## config.mk

```make
export PLATFORM = sky130hd
export DESIGN_NAME = program_loader
export DESIGN_NICKNAME = d
export VERILOG_FILES = /design/src/rtl/loader_pkg.sv /design/src/rtl/word_assembler.sv /design/src/rtl/program_loader.sv
export SDC_FILE = /design/constraint.sdc
export NUM_CORES = 1
export LEC_CHECK = 0
export CAP_MARGIN = 25
export CORE_UTILIZATION = 55
export CTS_CLUSTER_DIAMETER = 50
export CTS_CLUSTER_SIZE = 40
export DETAILED_ROUTE_END_ITERATION = 10
export GPL_TIMING_DRIVEN = 0
export PLACE_DENSITY = 0.79
export SLEW_MARGIN = 30
export SYNTH_ARGS = -nofsm -noshare
export SYNTH_HDL_FRONTEND = slang
export SYNTH_HIERARCHICAL = 1
export SYNTH_SLANG_ARGS = --single-unit
```

## constraint.sdc

```tcl
create_clock -name CLK -period 7.7 [get_ports CLK]
set_clock_uncertainty 0.2 [all_clocks]
set_input_delay 1.54 -clock CLK [delete_from_list [all_inputs] [get_ports CLK]]
set_output_delay 1.54 -clock CLK [all_outputs]
set_load 0.02 [all_outputs]
```

## src/rtl/loader_pkg.sv

```systemverilog
// Shared types and constants for the UART program loader.
package loader_pkg;

   typedef enum logic [1:0] {
      IDLE,
      COUNT,
      DATA,
      DONE
   } state_e;

   localparam int          BYTES_PER_WORD = 4;
   localparam logic [31:0] NOP_WORD       = 32'h0800_0000;

endpackage

```

## src/rtl/word_assembler.sv

```systemverilog
// Big-endian byte-to-word packer; word_valid_o fires on the byte that completes a word.
module word_assembler
   import loader_pkg::*;
(
   input  logic        clk_i,
   input  logic        rst_i,
   input  logic        clr_i,
   input  logic        shift_i,
   input  logic [7:0]  byte_i,
   output logic [31:0] word_o,
   output logic        word_valid_o
);

   localparam logic [1:0] LAST_BYTE = 2'(BYTES_PER_WORD - 1);

   logic [1:0]  cnt_q, cnt_d;
   logic [23:0] buf_q, buf_d;

   always_ff @(posedge clk_i or posedge rst_i) begin
      if (rst_i) begin
         cnt_q <= '0;
         buf_q <= '0;
      end else begin
         cnt_q <= cnt_d;
         buf_q <= buf_d;
      end
   end

   always_comb begin
      cnt_d = cnt_q;
      buf_d = buf_q;
      if (clr_i) begin
         cnt_d = '0;
         buf_d = '0;
      end else if (shift_i) begin
         cnt_d = cnt_q + 2'd1;
         buf_d = {buf_q[15:0], byte_i};
      end
   end

   // The completing byte is merged combinationally so the word is usable this cycle.
   assign word_o       = {buf_q, byte_i};
   assign word_valid_o = shift_i && !clr_i && (cnt_q == LAST_BYTE);

endmodule

```

## src/rtl/program_loader.sv

```systemverilog
// Loads a length-prefixed program image from the UART into instruction memory,
// holding the CPU until the image is complete.
module program_loader
   import loader_pkg::*;
#(
   parameter int INST_MEM_WIDTH = 2
) (
   input  logic                      CLK,
   input  logic                      reset,
   input  logic                      load_start,
   input  logic [7:0]                rx_data,
   input  logic                      rx_valid,
   output logic                      mem_we,
   output logic [INST_MEM_WIDTH-1:0] mem_addr,
   output logic [31:0]               mem_wdata,
   output logic                      loading,
   output logic                      cpu_start,
   output logic                      overflow
);

   localparam logic [31:0] DEPTH = 32'(1) << INST_MEM_WIDTH;

   state_e                    state_q, state_d;
   logic [31:0]               n_q, n_d;
   logic [31:0]               wcnt_q, wcnt_d;
   logic                      we_q, we_d;
   logic [INST_MEM_WIDTH-1:0] addr_q, addr_d;
   logic [31:0]               wdata_q, wdata_d;
   logic                      ovf_q, ovf_d;

   logic        in_load;
   logic        shift;
   logic [31:0] word;
   logic        word_valid;

   assign in_load = (state_q == COUNT) || (state_q == DATA);
   assign shift   = rx_valid && !load_start && in_load;

   word_assembler u_asm (
      .clk_i        (CLK),
      .rst_i        (reset),
      .clr_i        (load_start),
      .shift_i      (shift),
      .byte_i       (rx_data),
      .word_o       (word),
      .word_valid_o (word_valid)
   );

   always_ff @(posedge CLK or posedge reset) begin
      if (reset) begin
         state_q <= IDLE;
         n_q     <= '0;
         wcnt_q  <= '0;
         we_q    <= 1'b0;
         addr_q  <= '0;
         wdata_q <= '0;
         ovf_q   <= 1'b0;
      end else begin
         state_q <= state_d;
         n_q     <= n_d;
         wcnt_q  <= wcnt_d;
         we_q    <= we_d;
         addr_q  <= addr_d;
         wdata_q <= wdata_d;
         ovf_q   <= ovf_d;
      end
   end

   always_comb begin
      state_d = state_q;
      n_d     = n_q;
      wcnt_d  = wcnt_q;
      we_d    = 1'b0;
      addr_d  = addr_q;
      wdata_d = wdata_q;
      ovf_d   = ovf_q;
      if (load_start) begin
         state_d = COUNT;
         n_d     = '0;
         wcnt_d  = '0;
         ovf_d   = 1'b0;
      end else begin
         unique case (state_q)
            IDLE: ;
            DONE: ;
            COUNT: begin
               if (word_valid) begin
                  n_d     = word;
                  state_d = (word == 32'd0) ? DONE : DATA;
               end
            end
            DATA: begin
               if (word_valid) begin
                  wcnt_d = wcnt_q + 32'd1;
                  // Words beyond the memory are drained so the stream stays aligned.
                  if (wcnt_q < DEPTH) begin
                     we_d    = 1'b1;
                     addr_d  = wcnt_q[INST_MEM_WIDTH-1:0];
                     wdata_d = word;
                  end else begin
                     ovf_d = 1'b1;
                  end
                  if (wcnt_q + 32'd1 == n_q) begin
                     state_d = DONE;
                  end
               end
            end
         endcase
      end
   end

   assign mem_we    = we_q;
   assign mem_addr  = addr_q;
   assign mem_wdata = wdata_q;
   assign loading   = in_load;
   assign cpu_start = (state_q == DONE);
   assign overflow  = ovf_q;

endmodule
```

==> flow_metrics.py <==
metrics = {
    "min_path": {
        "hold_start": "mem_wdata[25]",
        "whs_path_depth": 1,
        "hold_class": "reg -> reg",
    },
    "timing": {
        "max_freq_ghz": 0.197,
        "worst_slack_ns": 2.64,
        "final.setup.tns_ns": 0,
        "worstMarginPinSlew_ns": 0.920,
        "finalCritPeriodShare_pct": 65.8,
        "maxSlewViolCount": 0,
        "setup-violations-final": 0,
        "rsz0062_at_grt": "no",
        "final-hold-violation-count": 0,
        "slew_headroom_pct": 38.2,
        "period_minus_slack_ns": 5.06,
    },
    "logic_synthesis": {
        "synth_seq_cells": 128,
        "ys_async_sr_fraction_pct": 100,
        "netlist_area_um2": 6740,
        "syn-num-nets": 712,
        "synth_seq_area_share_pct": 47.5,
        "synthCells": 695,
        "synth_edf_count": 0,
        "synth_cell_type_count": 55,
        "synth_flop_cell": "dfrtp_1",
        "synth.avg_cell_area_um2": 9.70,
        "yosysWarningCount": 6,
    },
    "clock_tree": {
        "htreeDepth": 4,
        "cts_tree": "built",
        "clock_path_buffers": 2,
        "cts_setup_buffers": 0,
        "clk_pin_slew_ns": 0.05,
        "cts-resized-gates": 0,
        "cts_buffers": 17,
        "root_buffer": "clkbuf_16",
        "clock_latency_ns": 0.42,
        "cts.sinks": 128,
        "postCtsHoldBufs": 0,
    },
    "die": {
        "die_y_um": 113,
        "coreArea_um2": 12000,
        "die_x_um": 113,
        "initial_core_util_pct": 56.4,
        "die_area_um2": 12700,
        "io-pin-count": 50,
        "rows": 40,
    },
    "critical_path": {
        "crit_fanout": 10,
        "reg2reg_from": "state_q[0]",
        "path_depth": 14,
        "worstPathArrival_ns": 5.20,
        "worst_setup_path_end_kind": "flop",
        "cp_cell_sequence": "clkbuf_1 > clkbuf_1 > nor3b_1 > buf_6 > buf_12 > nand2_1 > nor2_1 > nand2_1 > a2111oi_0 > nand4_1 > or4_1 > nor4_1 > nand4_1 > a21oi_1",
        "crit_buf_inv": 4,
        "cp_slowest_stage_delay_ns": 0.44,
        "crit_family": "simple AND/OR/NAND/NOR gates",
        "path_class": "in -> reg",
        "reg2regPathDepth": 14,
        "cp.required_ns": 7.83,
        "cp-startpoint": "load_start",
        "slowest_stage": "nor4_1",
        "startpoint_type": "primary input",
    },
    "flow_run": {
        "maxCapViolations": 0,
    },
    "detailed_routing": {
        "drtPass1Iterations": 4,
        "drt-initial-drc-count": 380,
        "via_per_inst": 5.81,
        "drt_wl_total_mm": 16.9,
        "drcViolationCount": 0,
        "ant_nets": 0,
        "dr_total_vias": 5354,
        "wire_per_inst_um": 18.3,
    },
    "global_route": {
        "first_global_vias": 5318,
        "grt_usage_pct": 28.8,
        "grt_first_pass_wirelength_mm": 28.1,
        "grt_start_max_net_pins": 74,
        "antenna_found_initial": 0,
        "grt-ovfl-total": 0,
    },
    "placed_design": {
        "dpl.hpwl_mm": 12.3,
        "io_buffers": 48,
        "place_congestion": 0.870,
        "dp.cells": 891,
        "dp_worst_setup_slack_ns": 2.28,
    },
    "finish": {
        "antennaDiodeCount": 0,
        "syn2layout_area_growth_pct": 19.7,
        "fin_cells": 922,
        "mostFrequentLayoutCells": "dfrtp_1 (128), nand2_1 (96), nor2_1 (78)",
        "layout-drive-gt1-share_pct": 13.4,
        "layout_commonest_cell": "dfrtp_1",
        "num-nets-final": 780,
    },
    "pwr": {
        "power_mw": 1.58,
        "leakage_nw": 3.43,
        "combPwrFrac_pct": 3.5,
        "switching_share_pct": 21.8,
        "vdd_ir_drop_max_v": 0.000147,
        "power_frac_seq_pct": 43.3,
        "power.density_nw_per_um2": 195,
        "p_switching_mw": 0.344,
        "power_frac_clock_pct": 53.2,
        "internal-power_mw": 1.23,
    },
    "status": {
        "status": "complete, no violations",
    },
}
[kinds of logic after synthesis]
group	Yosys count	synth area share, %
AND/OR/NAND/NOR	280	20.2
flip-flops	128	47.5
AO/OA/AOI/OAI	81	7.13
XOR/XNOR	71	9.22
buffers and inverters	70	5.49
multiplexers	60	9.54
adder cells (fa/ha/maj)	5	0.928
[worst paths after layout]
check                           slack (ns)            end
worst max-delay path                  2.64     state_q[0]
min in group asynchronous             1.32  mem_wdata[28]
max in group asynchronous             5.34        n_q[11]
worst min register to register        0.28  mem_wdata[25]
worst min-delay path                  0.28  mem_wdata[25]
worst max register to register        3.53     state_q[0]
[cells in the mapped netlist, drive strengths merged, types with 2 or more instances]
| cell type | count | area (um^2) |
|---|---|---|
| a21boi | 2 | 15.0 |
| a21oi | 46 | 230 |
| a21o | 2 | 15.0 |
| a31oi | 3 | 18.8 |
| dfrtp | 128 | 3200 |
| mux2 | 34 | 383 |
| nor4b | 3 | 41.3 |
| nor3b | 3 | 22.5 |
| o211ai | 3 | 22.5 |
| and3 | 2 | 12.5 |
| o21ai | 12 | 60.1 |
| xor2 | 27 | 236 |
| or4 | 5 | 45.0 |
| nand3b | 2 | 15.0 |
| nand2 | 96 | 360 |
| clkbuf | 31 | 119 |
| inv | 13 | 48.8 |
| nor2 | 79 | 299 |
| nand3 | 15 | 75.1 |
| mux2i | 26 | 260 |
| o22ai | 2 | 12.5 |
| nor3 | 12 | 60.1 |
| nor4 | 28 | 194 |
| ha | 5 | 62.6 |
| or3 | 7 | 43.8 |
| xnor2 | 44 | 385 |
| nand4 | 21 | 138 |
| a2111oi | 4 | 47.6 |
| and4 | 2 | 17.5 |
| buf | 26 | 203 |
| and2 | 2 | 12.5 |
[metrics by stage]
step	hold WS, ns	cell area [um^2]	utilization [%]
finish	0.285	8070	67.4
global route	0.318	8070	67.4
CTS	0.290	8070	67.4
detailed placement	0.277	7450	62.3
global placement	0.274	7410	61.9
floorplan	0.290	6740	-
[routing by layer]
layer  routed length (um)  track usage (%)  vias to the layer above
met5                    0                0                        -
met4                  350             11.6                        0
met3                  982             5.41                       33
met2                 8020             44.9                      163
met1                 7540             39.8                     2617
li1                     -                -                     2541
[worst register-to-register path, delay by kind of cell (launching register included)]
| kind | cells | cell delay (ns) |
|---|---|---|
| simple gates | 8 | 2.09 |
| flops | 1 | 0.41 |
| buf+inv | 3 | 0.45 |
| compound gates | 2 | 0.59 |
| fa+ha+maj | 1 | 0.33 |
[final cells by class]
class / count / area [um^2]
fillers: 880 / 3890
inverters: 13 / 53.8
plain buffers: 57 / 322
clock inverters: 11 / 153
flip-flops and latches: 128 / 3200
repair buffers: 49 / 508
clock buffers: 20 / 467
multi-input cells: 497 / 3180
well taps: 147 / 184
[power by group through the flow]
stage,sequential [mW],clock (mW),combinational (mW)
6_report,0.683,0.838,0.0557
5_1_grt,0.682,0.875,0.0620
4_1_cts,0.682,0.848,0.0567
3_5_place_dp,0.694,0,0.0563
3_3_place_gp,0.694,0,0.0520
2_1_floorplan,0.692,0,0.0368
[state kept, by name (all words and copies together), names as in the netlist]
register and count:
mem_wdata 32, n_q 32, wcnt_q 32, u_asm/buf_q 24
mem_addr 2, state_q 2, u_asm/cnt_q 2, mem_we 1
overflow 1
No activity file was read; power rests on OpenSTA's default activity.
==> variant 1: new RTL, same settings <==
Put a register stage on the output `cpu_start`, without a reset. The value now appears one clock later. The other outputs are not delayed to match.
--- a/src/rtl/program_loader.sv
+++ b/src/rtl/program_loader.sv
@@ -114,5 +114,7 @@
    assign mem_wdata = wdata_q;
    assign loading   = in_load;
-   assign cpu_start = (state_q == DONE);
+   always_ff @(posedge CLK) begin
+      cpu_start <= (state_q == DONE);
+   end
    assign overflow  = ovf_q;
 
Function: changed (a bounded check fails within 10 cycles, from zero or initial values and one cycle with reset high).
==> variant 1 against the unedited design <==
Non-clock buffer count is the same. Global-route usage rose by 1.4 points. Routed wire length increased by 5.6%. Area after synthesis increased by 0.30%. Combinational power grew 1%. Total power down 2.6%. Sequential cell count is 1 higher. Design area is 0.20% lower. Setup slack got worse by 0.022 ns. Sequential power increased by 0.7%. Critical path type unchanged.
==> variant 1: results (changes against the unedited design) <==
[layout]
finalNonFillerCells=924  ; +0.22%
num-nets-final=781  ; +0.13%

[placed_design]
dp_cells=892  ; +0.11%
place_area_mm2=0.007468  ; +0.27%
place.gp.congestion=0.9139  ; +5.1%

[grt]
grt_max_degree=69  ; -6.8%
grt_pass1_vias=5442  ; +2.3%
grt_util_met1_pct=39.43  ; -0.40 points
grt_pass1_wl_um=29300  ; +4.3%
use_met3_pct=7.766  ; +2.4 points
track_usage_pct=30.17  ; +1.4 points

[sta]
worstMarginPinSlew_ns=0.9092  ; -0.01071 ns
holdWs_ns=0.2963  ; +0.01131 ns

[detailed_routing]
drt-pass1-iter-count=5  ; +1
viasPerCell=5.902  ; +1.6%
drt-met1-wl_um=7673  ; +1.8%
routedWlPerCell_um=19.31  ; +5.3%

[logic_synthesis]
avgSynthCellArea_um2=9.717  ; +0.15%
seq_area_frac_synth_pct=47.66  ; +0.16 points
synth_nets=713  ; +0.14%
ys_types=56  ; +1.8%
async_flop_share_pct=99.22  ; -0.78 points

[critical_path]
reg2reg_setup_slack_ns=3.55  ; +0.02 ns
cp_slowest_stage_delay_ns=0.49  ; +0.05 ns

[power_and_ir_drop]
ir_drop_uv=223.1  ; +52%

[min_path]
holdPathEnd=overflow
hold_start=overflow

[outcome]
status=finished, final reports clean

-- variant 1: cell count changes after synthesis --
| cell | before | now |
|---|---|---|
| dfxtp_1 | 0 | 1 |
-- variant 1: power groups by stage --
stage,clock (W),sequential [W],combinational [W]
2_1_floorplan,0,0.000697,0.0000368
3_3_place_gp,0,0.000700,0.0000523
3_5_place_dp,0,0.000700,0.0000563
4_1_cts,0.000797,0.000687,0.0000571
5_1_grt,0.000824,0.000688,0.0000623
6_report,0.000791,0.000688,0.0000565
-- variant 1: worst max path at each step --
| stage | slack [ns] | endpoint | startpoint | cells past startpoint |
|---|---|---|---|---|
| 2_1_floorplan | 3.28 | mem_addr[0] | reset | 1 |
| 3_3_place_gp | 1.81 | wcnt_q[6] | reset | 2 |
| 3_5_place_dp | 2.34 | state_q[0] | load_start | 14 |
| 4_1_cts | 2.77 | state_q[0] | load_start | 14 |
| 5_1_grt | 2.48 | state_q[1] | load_start | 14 |
| 6_report | 2.61 | state_q[0] | load_start | 14 |
-- variant 1: layout make-up --
class | count | area [µm²]
Sequential cell | 129 | 3223
Timing Repair Buffer | 49 | 508.0
Multi-Input combinational cell | 497 | 3178
Clock buffer | 22 | 484.2
Inverter | 13 | 53.80
Tap cell | 147 | 183.9
Fill cell | 945 | 3960
Clock inverter | 10 | 98.84
Buffer | 57 | 321.6
-- variant 1: kinds of logic (layout without fill, tap and decap cells) --
logic type / Yosys count / count (layout) / synth area share, %
AO/OA/AOI/OAI: 81 / 81 / 7.105
XOR/XNOR: 71 / 71 / 9.195
adder cells (fa/ha/maj): 5 / 5 / 0.9251
buffers and inverters: 70 / 151 / 5.476
flip-flops: 129 / 129 / 47.66
multiplexers: 60 / 60 / 9.510
AND/OR/NAND/NOR: 280 / 280 / 20.13
==> variant 2: new RTL, same flow settings <==
Made on the original files. Change the parameter `INST_MEM_WIDTH` from 2 to 3.
--- a/src/rtl/program_loader.sv
+++ b/src/rtl/program_loader.sv
@@ -4,5 +4,5 @@
    import loader_pkg::*;
 #(
-   parameter int INST_MEM_WIDTH = 2
+   parameter int INST_MEM_WIDTH = 3
 ) (
    input  logic                      CLK,
Interface: changed (resized mem_addr); port bits go from 50 to 51. No check against the original RTL was run, so the function may have changed too.
==> variant 2 against the unedited design <==
Largest power group unchanged. Area after synthesis decreased by 0.43%. Critical path depth decreased by 3. Global-route usage increased by 1.8 points. Critical endpoint is now mem_wdata[27]. Design area unchanged. Sequential share of layout area increased by 0.31 points. Total power increased by 2.0%. Routed wire length increased by 5.0%. Sequential cell count increased by 1. Setup slack got worse by 0.060 ns. Combinational power increased by 0.9%.
==> variant 2: results (changes against the unedited design) <==
[outcome]
status=finished, final reports clean

[power_and_ir_drop]
p_leak_nw=3.454  ; +0.62%
ir_drop_uv=182.6  ; +25%

[detailed_routing]
drtIter0Drc=317  ; -17%
drt-pass1-iter-count=5  ; +1
viasPerCell=5.935  ; +2.2%
routedWlPerCell_um=19.27  ; +5.1%

[placed_design]
port_buffers=49  ; +2.1%
place.gp.congestion=0.8778  ; +0.93%

[layout]
num-nets-final=782  ; +0.26%
drive_above_1_share_pct=13.50  ; +0.077 points

[sta]
worstMarginPinSlew_ns=0.9709  ; +0.05099 ns

[critical_path]
critPathCapture=mem_wdata[27]
worst-endpoint-arrival_ns=5.23  ; +0.03 ns
reg2reg_setup_slack_ns=3.56  ; +0.03 ns
worst_r2r_path_depth=11  ; -3

[min_path]
holdPathEnd=overflow
hold_depth=2  ; +1
hold_start=overflow

[clock_network]
insertion_delay_ns=0.42  ; about the same

[logic_synthesis]
synth_nets=713  ; +0.14%
yosys-top-cells-area=dfrtp_1 (48%), mux2_2 (5.9%), nand2_1 (5.4%)
seq_area_frac_synth_pct=48.08  ; +0.58 points
ys_types=51  ; -7.3%
synthTopCellsByCount=dfrtp_1 (129), nand2_1 (97), nor2_1 (75)

[grt]
track_usage_pct=30.59  ; +1.8 points
grt_max_degree=62  ; -16%
grt_pass1_wl_um=29530  ; +5.2%

## variant 2: cell types whose count changed after synthesis, moves of 3 or more
cell,change
mux2_2,+3
o2111ai_1,+3
or4_1,+3
o21ai_0,+3
and3_1,+5
or3_1,+6
nor2_1,-3
buf_6,-3
buf_4,+3
xnor2_1,-11
xor2_1,+3
nor3_1,-3
a211oi_1,+3
## variant 2: logic make-up (layout without fill, tap and decap cells)
group                    Yosys count  in the layout  share of synthesized area [%]
AO/OA/AOI/OAI                     89             89                          8.107
XOR/XNOR                          63             63                          8.218
adder cells (fa/ha/maj)            5              5                         0.9318
buffers and inverters             70            152                          5.349
flip-flops                       129            129                          48.08
multiplexers                      61             61                          9.747
AND/OR/NAND/NOR                  279            279                          19.57
## variant 2: metal layers
metal / vias to the layer above / track usage, % / wire length [µm]
li1: 2555 / - / -
met1: 2716 / 40.86 / 7810
met2: 166 / 49.57 / 8571
met3: 29 / 6.425 / 956
met4: 0 / 11.20 / 408
met5: - / 0 / 0
## variant 2: stage by stage
| step | cells | cell area [µm²] | setup slack [ns] | power [W] | hold WS, ns |
|---|---|---|---|---|---|
| after global routing | 921 | 8068 | 2.416 | 0.001653 | 0.3178 |
| after CTS | 921 | 8068 | 2.683 | 0.001616 | 0.3001 |
| final | 921 | 8068 | 2.575 | 0.001608 | 0.2958 |
| after global placement | 888 | 7383 | 1.869 | 0.0007515 | 0.2815 |
| after detailed placement | 889 | 7431 | 2.257 | 0.0007557 | 0.2862 |
| after floorplan | 696 | 6714 | 3.166 | 0.0007339 | 0.2903 |
## variant 2: worst max-delay path, stage by stage
cell,delay (ns)
clkbuf_1,0.26
clkbuf_1,0.33
nor3b_1,0.30
buf_6,0.22
buf_12,0.16
nand2_1,0.06
nor2_1,0.21
nand2_1,0.38
nor4_4,0.85
clkbuf_1,0.49
mux2_2,0.41
## variant 2: where the power goes
part	switching [W]	total (W)	leakage (nW)	internal, W
Clock	0.000321	0.000864	0.310	0.000543
Sequential	0.00000602	0.000688	1.79	0.000682
Combinational	0.0000358	0.0000562	1.35	0.0000204
Total	0.000363	0.00161	3.45	0.00125
## variant 2: layout make-up
| class | count | area share (%) |
|---|---|---|
| Multi-Input combinational cell | 497 | 38.94 |
| Clock inverter | 12 | 2.109 |
| Inverter | 13 | 0.6669 |
| Clock buffer | 20 | 5.785 |
| Buffer | 57 | 3.846 |
| Timing Repair Buffer | 50 | 6.421 |
| Sequential cell | 129 | 40.01 |
| Tap cell | 143 | 2.218 |
